<file path="src/rtl/decode_stage_if.sv">
// Fetch-to-decode and decode-to-execute handshake bundle for decode_stage.
interface decode_stage_if #(
  parameter int unsigned XLEN = 32,
  parameter int unsigned PC_W = 32
);
  logic            in_valid;
  logic            in_ready;
  logic [31:0]     in_instr;
  logic [PC_W-1:0] in_pc;
  logic            out_valid;
  logic            out_ready;
  logic [PC_W-1:0] out_pc;
  logic [6:0]      out_opcode;
  logic [4:0]      out_rd;
  logic [4:0]      out_rs1;
  logic [4:0]      out_rs2;
  logic [2:0]      out_funct3;
  logic [6:0]      out_funct7;
  logic [XLEN-1:0] out_imm;
  logic [2:0]      out_fmt;
  logic            out_illegal;

  // Environment view: drives the instruction stream and downstream ready.
  modport master (
    output in_valid, in_instr, in_pc, out_ready,
    input  in_ready, out_valid, out_pc, out_opcode, out_rd, out_rs1, out_rs2,
           out_funct3, out_funct7, out_imm, out_fmt, out_illegal
  );

  // Decode stage view.
  modport slave (
    input  in_valid, in_instr, in_pc, out_ready,
    output in_ready, out_valid, out_pc, out_opcode, out_rd, out_rs1, out_rs2,
           out_funct3, out_funct7, out_imm, out_fmt, out_illegal
  );
endinterface

</file>
<file path="src/rtl/decode_stage.sv">
// RV32I decode stage with output register plus one-entry skid buffer.
module decode_stage #(
  parameter int unsigned XLEN = 32,
  parameter int unsigned PC_W = 32
) (
  input  logic          clk,
  input  logic          rst,
  input  logic          flush,
  decode_stage_if.slave bus
);

  localparam logic [2:0] FMT_R   = 3'd0;
  localparam logic [2:0] FMT_I   = 3'd1;
  localparam logic [2:0] FMT_S   = 3'd2;
  localparam logic [2:0] FMT_B   = 3'd3;
  localparam logic [2:0] FMT_U   = 3'd4;
  localparam logic [2:0] FMT_J   = 3'd5;
  localparam logic [2:0] FMT_ILL = 3'd7;

  typedef struct packed {
    logic [PC_W-1:0] pc;
    logic [6:0]      opcode;
    logic [4:0]      rd;
    logic [4:0]      rs1;
    logic [4:0]      rs2;
    logic [2:0]      funct3;
    logic [6:0]      funct7;
    logic [XLEN-1:0] imm;
    logic [2:0]      fmt;
    logic            illegal;
  } dec_t;

  dec_t               dec;
  logic signed [31:0] imm32;
  logic [31:0]        ins;

  dec_t or_q, or_d, sr_q, sr_d;
  logic or_v_q, or_v_d, sr_v_q, sr_v_d, rdy_q, rdy_d;
  logic acc, drain;

  // Combinational field extraction, immediate generation and format class.
  always_comb begin
    ins         = bus.in_instr;
    imm32       = '0;
    dec         = '0;
    dec.pc      = bus.in_pc;
    dec.opcode  = ins[6:0];
    dec.rd      = ins[11:7];
    dec.rs1     = ins[19:15];
    dec.rs2     = ins[24:20];
    dec.funct3  = ins[14:12];
    dec.funct7  = ins[31:25];
    dec.fmt     = FMT_ILL;
    dec.illegal = 1'b1;
    if (ins[1:0] == 2'b11) begin
      dec.illegal = 1'b0;
      unique case (ins[6:0])
        7'b0000011, 7'b0010011, 7'b1100111, 7'b1110011, 7'b0001111: begin
          dec.fmt = FMT_I;
          imm32   = {{20{ins[31]}}, ins[31:20]};
        end
        7'b0100011: begin
          dec.fmt = FMT_S;
          imm32   = {{20{ins[31]}}, ins[31:25], ins[11:7]};
        end
        7'b1100011: begin
          dec.fmt = FMT_B;
          imm32   = {{19{ins[31]}}, ins[31], ins[7], ins[30:25], ins[11:8], 1'b0};
        end
        7'b0110111, 7'b0010111: begin
          dec.fmt = FMT_U;
          imm32   = {ins[31:12], 12'b0};
        end
        7'b1101111: begin
          dec.fmt = FMT_J;
          imm32   = {{11{ins[31]}}, ins[31], ins[19:12], ins[20], ins[30:21], 1'b0};
        end
        7'b0110011: dec.fmt = FMT_R;
        default: begin
          dec.fmt     = FMT_ILL;
          dec.illegal = 1'b1;
        end
      endcase
    end
    // Signed source, so the widening cast sign-extends to XLEN.
    dec.imm = XLEN'(imm32);
  end

  assign acc   = bus.in_valid && rdy_q;
  assign drain = or_v_q && bus.out_ready;

  // Next-state routing between input, skid register and output register.
  always_comb begin
    or_d   = or_q;
    sr_d   = sr_q;
    or_v_d = or_v_q;
    sr_v_d = sr_v_q;
    if (flush) begin
      or_v_d = 1'b0;
      sr_v_d = 1'b0;
    end else if (!or_v_q || (drain && !sr_v_q)) begin
      or_v_d = acc;
      if (acc) or_d = dec;
    end else if (!drain) begin
      if (acc) begin
        sr_d   = dec;
        sr_v_d = 1'b1;
      end
    end else begin
      or_d   = sr_q;
      or_v_d = 1'b1;
      sr_v_d = acc;
      if (acc) sr_d = dec;
    end
    rdy_d = !sr_v_d;
  end

  // State registers; reset clears data so hidden outputs read zero.
  always_ff @(posedge clk) begin
    if (rst) begin
      or_q   <= '0;
      sr_q   <= '0;
      or_v_q <= 1'b0;
      sr_v_q <= 1'b0;
      rdy_q  <= 1'b1;
    end else begin
      or_q   <= or_d;
      sr_q   <= sr_d;
      or_v_q <= or_v_d;
      sr_v_q <= sr_v_d;
      rdy_q  <= rdy_d;
    end
  end

  assign bus.in_ready    = rdy_q;
  assign bus.out_valid   = or_v_q;
  assign bus.out_pc      = or_q.pc;
  assign bus.out_opcode  = or_q.opcode;
  assign bus.out_rd      = or_q.rd;
  assign bus.out_rs1     = or_q.rs1;
  assign bus.out_rs2     = or_q.rs2;
  assign bus.out_funct3  = or_q.funct3;
  assign bus.out_funct7  = or_q.funct7;
  assign bus.out_imm     = or_q.imm;
  assign bus.out_fmt     = or_q.fmt;
  assign bus.out_illegal = or_q.illegal;

endmodule

</file>
<file path="src/flat_wrapper.sv">
// flat-port wrapper written by rule: the top's interface ports become plain ports
module decode_stage_flat 
#(
  parameter int unsigned XLEN = 32,
  parameter int unsigned PC_W = 32
)
  (clk, rst, flush, bus_in_valid, bus_in_instr, bus_in_pc, bus_out_ready, bus_in_ready, bus_out_valid, bus_out_pc, bus_out_opcode, bus_out_rd, bus_out_rs1, bus_out_rs2, bus_out_funct3, bus_out_funct7, bus_out_imm, bus_out_fmt, bus_out_illegal);
  decode_stage_if #(.XLEN(XLEN), .PC_W(PC_W)) bus_i ();
  input  logic clk;
  input  logic rst;
  input  logic flush;
  input wire logic [$bits(bus_i.in_valid)-1:0] bus_in_valid;
  input wire logic [$bits(bus_i.in_instr)-1:0] bus_in_instr;
  input wire logic [$bits(bus_i.in_pc)-1:0] bus_in_pc;
  input wire logic [$bits(bus_i.out_ready)-1:0] bus_out_ready;
  output wire logic [$bits(bus_i.in_ready)-1:0] bus_in_ready;
  output wire logic [$bits(bus_i.out_valid)-1:0] bus_out_valid;
  output wire logic [$bits(bus_i.out_pc)-1:0] bus_out_pc;
  output wire logic [$bits(bus_i.out_opcode)-1:0] bus_out_opcode;
  output wire logic [$bits(bus_i.out_rd)-1:0] bus_out_rd;
  output wire logic [$bits(bus_i.out_rs1)-1:0] bus_out_rs1;
  output wire logic [$bits(bus_i.out_rs2)-1:0] bus_out_rs2;
  output wire logic [$bits(bus_i.out_funct3)-1:0] bus_out_funct3;
  output wire logic [$bits(bus_i.out_funct7)-1:0] bus_out_funct7;
  output wire logic [$bits(bus_i.out_imm)-1:0] bus_out_imm;
  output wire logic [$bits(bus_i.out_fmt)-1:0] bus_out_fmt;
  output wire logic [$bits(bus_i.out_illegal)-1:0] bus_out_illegal;
  assign bus_i.in_valid = bus_in_valid;
  assign bus_i.in_instr = bus_in_instr;
  assign bus_i.in_pc = bus_in_pc;
  assign bus_i.out_ready = bus_out_ready;
  assign bus_in_ready = bus_i.in_ready;
  assign bus_out_valid = bus_i.out_valid;
  assign bus_out_pc = bus_i.out_pc;
  assign bus_out_opcode = bus_i.out_opcode;
  assign bus_out_rd = bus_i.out_rd;
  assign bus_out_rs1 = bus_i.out_rs1;
  assign bus_out_rs2 = bus_i.out_rs2;
  assign bus_out_funct3 = bus_i.out_funct3;
  assign bus_out_funct7 = bus_i.out_funct7;
  assign bus_out_imm = bus_i.out_imm;
  assign bus_out_fmt = bus_i.out_fmt;
  assign bus_out_illegal = bus_i.out_illegal;
  decode_stage #(.XLEN(XLEN), .PC_W(PC_W)) u_core (.clk(clk), .rst(rst), .flush(flush), .bus(bus_i));
endmodule
</file>
<file path="config.mk">
export PLATFORM = sky130hd
export DESIGN_NAME = decode_stage_flat
export DESIGN_NICKNAME = d
export VERILOG_FILES = /design/src/rtl/decode_stage_if.sv /design/src/rtl/decode_stage.sv /design/src/flat_wrapper.sv
export SDC_FILE = /design/constraint.sdc
export NUM_CORES = 1
export LEC_CHECK = 0
export ABC_AREA = 1
export CAP_MARGIN = 10
export CORE_MARGIN = 8
export CORE_UTILIZATION = 56
export DETAILED_ROUTE_END_ITERATION = 10
export HOLD_SLACK_MARGIN = 0.02
export PLACE_DENSITY = 0.94
export SYNTH_ARGS = -nofsm -noshare
export SYNTH_HDL_FRONTEND = slang
export SYNTH_SLANG_ARGS = --single-unit
</file>
<file path="constraint.sdc">
create_clock -name clk -period 2.25 [get_ports clk]
set_input_delay 0.5625 -clock clk [delete_from_list [all_inputs] [get_ports clk]]
set_output_delay 0.5625 -clock clk [all_outputs]
set_load 0.02 [all_outputs]
</file>
* Word-level counts from Yosys, hierarchy flattened *
Cells that the tools add are included.

word-level totals
  input port bits = 69
  logic and storage cells = 66
  register bits after elaboration = 203
  output and inout bits = 102

operators by class
  multiplexer cells = 14
  reduce and logical (&&, ||, !) cells = 14
  equal/unequal tests = 13
  bitwise logic cells = 2

operators with widths
  cell                count
  $mux 100            3
  $pmux 32 s5         1
  $mux 32             1
  $eq 7x7->1 const B  4
  $eq 7x6->1 const B  3
  $pmux 3 s6          1
  $eq 7x5->1 const B  2
  $reduce_or 11->1    1
  $eq 7x2->1 const B  1
  $eq 7x4->1 const B  1
  $mux 1              7
  $reduce_and 3->1    2
  $reduce_or 5->1     1
  $mux 4              1
  $reduce_or 2->1     2
  $logic_and 1x1->1   3
  $logic_not 1->1     3
  $eq 2x2->1 const B  1
  $ne 2x1->1 const B  1
  $not 1->1           2
  $reduce_bool 2->1   1
  $logic_or 1x1->1    1

* Longest topological paths before layout *
  depth in word-level cells = 6
  depth in mapped cells = 11
  gate-level depth less buffers = 11

* Worst setup path before layout *
Ideal clock, no wire load.

  path kind = input port to flip-flop
  from = in bus_out_ready
  to = reg u_core.or_q, in the netlist u_core.bus.out_funct3[0]
  setup time = 0.136 ns
  data arrival time = 1.496 ns
  required time = 2.114 ns
  path buffers = 2
  stages = 9
  setup slack = 0.617 ns
  cell sequence = inv_2 > o21ai_4 > nand2_1 > nand3_2 > inv_2 > buf_4 > buf_2 > o21ai_0 > a31oi_1

on the way
  cells in the longest elaborated chain, start to end = 5
  elaborated cells between the ends (all ways) = 7
  classes of those cells = eq/ne: 1; mux: 1; reduce/logical: 5

ends and longest elaborated chain
  element                                                           RTL line             text
  start, declared                                                   flat_wrapper.sv:15   input wire logic [$bits(bus_i.out_ready)-1:0] bus_out_ready;
  $logic_and 1x1->1 *                                               decode_stage.sv:90   assign drain = or_v_q && bus.out_ready;
  $logic_and 1x1->1                                                 decode_stage.sv:101  end else if (!or_v_q || (drain && !sr_v_q)) begin
  $logic_or 1x1->1                                                  decode_stage.sv:101
  $ne 2x1->1 (no source line) or $reduce_bool 2->1 (tied branches)  --
  $reduce_and 3->1 (no source line)                                 --
  end signal, assigned                                              decode_stage.sv:127  or_q <= or_d;
  end, declared                                                     decode_stage.sv:37   dec_t or_q, or_d, sr_q, sr_d;

Every way passes the cells marked *; elsewhere a longest branch is shown, timed or not.
A chain may end at the register's enable or synchronous reset.

* Worst setup path after layout *
  from = reg u_core.or_v_q, in the netlist u_core.bus.out_valid
  to = out bus_out_valid

RTL lines
  element                 RTL line             text
  start, declared         decode_stage.sv:38   logic or_v_q, or_v_d, sr_v_q, sr_v_d, rdy_q, rdy_d;
  start signal, assigned  decode_stage.sv:129  or_v_q <= or_v_d;
  end, declared           flat_wrapper.sv:17   output wire logic [$bits(bus_i.out_valid)-1:0] bus_out_valid;

No word-level cell between the ends.

==> key figures <==
Power
  – VDD IR max: 0.755 mV
  – Final Power: 8.69 mW
  – P_leak: 5.07 nW
  – Power Density: 760 nW/um2

Clock network
  – Clk root buf: clkbuf_16
  – Hold Buf Count CTS: 0
  – TritonCTS Buffers: 22
  – Cts repair resizes: 0
  – Clock Sinks: roughly 200
  – Clk buf depth: 3
  – Worst skew pair latency: 0.50 ns
  – Setup bufs post-CTS: 0
  – H-tree Lvls: 1
  – Clk pin slew, worst setup/hold paths: 0.06 ns
  – CTS tree: built

Critical path
  – Critical path buffers and inverters: 1
  – Worst path cell trace: clkdlybuf4s50_1
  – Crit start category: flip-flop
  – Arr. time, crit path: 1.60 ns
  – CP Max Fanout: 4
  – WP data required: 1.69 ns
  – Max incr delay on CP: 0.69 ns
  – Dominant delay contributor by cell family on the critical path: buffers and inverters
  – Critical Path End Type: output pin
  – Slowest cell on crit path: clkdlybuf4s50_1
  – Class of the most critical setup path: flip-flop to output pin

Placed design
  – Post-Place Cell Area: 10700 um2
  – # port buffers: 170
  – DP HPWL: ~17000 um
  – DP Worst Slack: -0.0945 ns
  – GP Congestion: 0.909

Cells and area
  – Commonest cells after routing, fill and taps aside: nand2_1 (223), dfxtp_1 (203), o21ai_0 (198), nor2_1 (195), clkdlybuf4s50_1 (170)
  – Nets@finish: 1410
  – Design area: 11400 um2
  – Final Core Density: 76.0%
  – Antenna fix cells: 0
  – Area grow syn2layout: 33.8%
  – Share of cells above drive strength 1: 7.89%
  – Most common cell after layout, fill and taps aside: nand2_1

Synth
  – Library cells used by synthesis: 30
  – Post-synthesis sequential area ratio: 47.6%
  – Synth top area share: 47.6%
  – Synth Instances: 1194
  – Synth top area cells: dfxtp_1 (48%), o21ai_0 (12%), nand2_1 (9.8%)
  – Mapped Avg Cell Area: 7.15 um2
  – Asr flop ratio synth: 0%
  – Main synth FF type: dfxtp_1
  – Register bit count reported by yosys: 203
  – Synth warn: 0
  – EDFF count, synth: 0
  – Syn_nets: roughly 1.3k
  – Post-Synthesis Cell Area: between 8000 and 9000 um2
  – Leading area contributor after synthesis: dfxtp_1

Global routing
  – Vias in the first global route: 8760
  – Largest net degree at the start of global routing: 47
  – Grt ovf: 0
  – Global-route wire length before repair: around 44000 um
  – Initial antenna violation count: 0
  – Total GRT Usage: between 20% and 30%

Routing
  – Antenna Violating Nets Remaining: 0
  – Post-DR wirelength/cell: 17.1 um
  – Vias: between 8k and 9k
  – Number of detailed-route iterations in the first pass: 6
  – Via density: 5.81
  – DR iter-0 viols: 1181
  – DRC Markers: 0
  – DRT Wirelength: ~26000 um

Timing
  – Hold_ws: 0.471 ns
  – Final slew viol count: 0
  – Count of final setup violators: 0
  – RSZ-0062 raised after global routing: false
  – Crit share post-route: 96.1%
  – Final Hold Vio Count: 0
  – Slew at the pin closest to its max-slew limit: 0.477 ns
  – FMAX: 463 MHz
  – Slew HR: between 60% and 70%
  – Post-route setup slack: approximately 0.088 ns
  – Post-route clock skew: 0.0121 ns
  – Tmin final: 2.16 ns

Floorplan
  – Core Area: 15000 um2
  – I/O Pins: 171
  – Die ar.: between 15000 and 20000 um2
  – Std-Cell Rows: 45
  – Die Width: 139 um
  – Starting Density: 56.8%
  – Die Y: between 100 and 150 um

Flow run
  – Number of max-cap violations: 0

Outcome
  – Status: finished clean

Hold path
  – Worst min-delay path class: flip-flop to flip-flop
## layout make-up
type	instances	area [um2]
fill	980	3600
inverter	67	258
timing repair buffer	214	2290
sequential	203	4060
clock buffer	31	656
multi-input combinational	833	3830
clock inverter	8	93.8
tap	188	235
## where the power goes
| group | switching, mW | internal [mW] |
|---|---|---|
| clock | 1.43 | 2.26 |
| sequential | 0.0868 | 3.75 |
| combinational | 0.645 | 0.512 |
| total | 2.16 | 6.52 |
## path summary, 6_finish.rpt
check                                            end                               from  depth (start not counted)  slack, ns
setup / recovery                       bus_out_valid  u_core.bus.out_valid$_SDFFE_PP0P_                          1       0.09
hold / removal    u_core.bus.out_pc[28]$_SDFFE_PP0P_       u_core.sr_q[96]$_SDFFE_PP0P_                          2       0.47
setup reg to reg  u_core.bus.out_rs2[3]$_SDFFE_PP0P_  u_core.bus.out_valid$_SDFFE_PP0P_                          7       0.69
hold reg to reg   u_core.bus.out_pc[28]$_SDFFE_PP0P_       u_core.sr_q[96]$_SDFFE_PP0P_                          2       0.47
## registers in the layout (all words and copies together) (netlist names), 3 cells and up
name	cells
u_core.bus.out_funct3	3
u_core.bus.out_funct7	7
u_core.bus.out_rs1	5
u_core.bus.out_fmt	3
u_core.bus.out_imm	32
u_core.bus.out_pc	32
u_core.bus.out_opcode	7
u_core.sr_q	100
u_core.bus.out_rd	5
u_core.bus.out_rs2	5
## metrics by stage
stage	instances	setup TNS, ns
finish	1544	0
global route	1544	0
CTS	1544	0
detailed placement	1505	-4.89
global placement	1505	-0.280
floorplan	1194	0
## worst min-delay path, stage by stage, from the launching register on
cell	delay (ns)
dfxtp_1	0.30
nand2_1	0.06
a31oi_1	0.07
## logic make-up after synthesis
logic type,Yosys count,share of synthesized area [%]
buffers and inverters,158,7.68
flip-flops,203,47.6
AO/OA/AOI/OAI,377,23.4
AND/OR/NAND/NOR,456,21.4
## synthesized netlist by cell type (2+ instances only)
library cell  count
a21oi_1          91
a31oi_1          64
buf_2            26
buf_4             6
clkbuf_1         58
dfxtp_1         203
inv_1            58
inv_2             8
nand2_1         223
nand2_2           4
nand2_4           3
nand3_1          22
nor2_1          195
nor2_4            2
o21ai_0         198
o21ai_1          19
## routing by layer
metal  global-route usage [%]  wire length, um  vias to the layer above
met1                     32.1             9970                     4087
met3                     8.89             3270                       98
met4                     12.8             1110                        0
met5                        0                0                        -
met2                     42.5            12100                      544
li1                         -                -                     4238
Note: power is estimated with default switching activity, not from simulation.
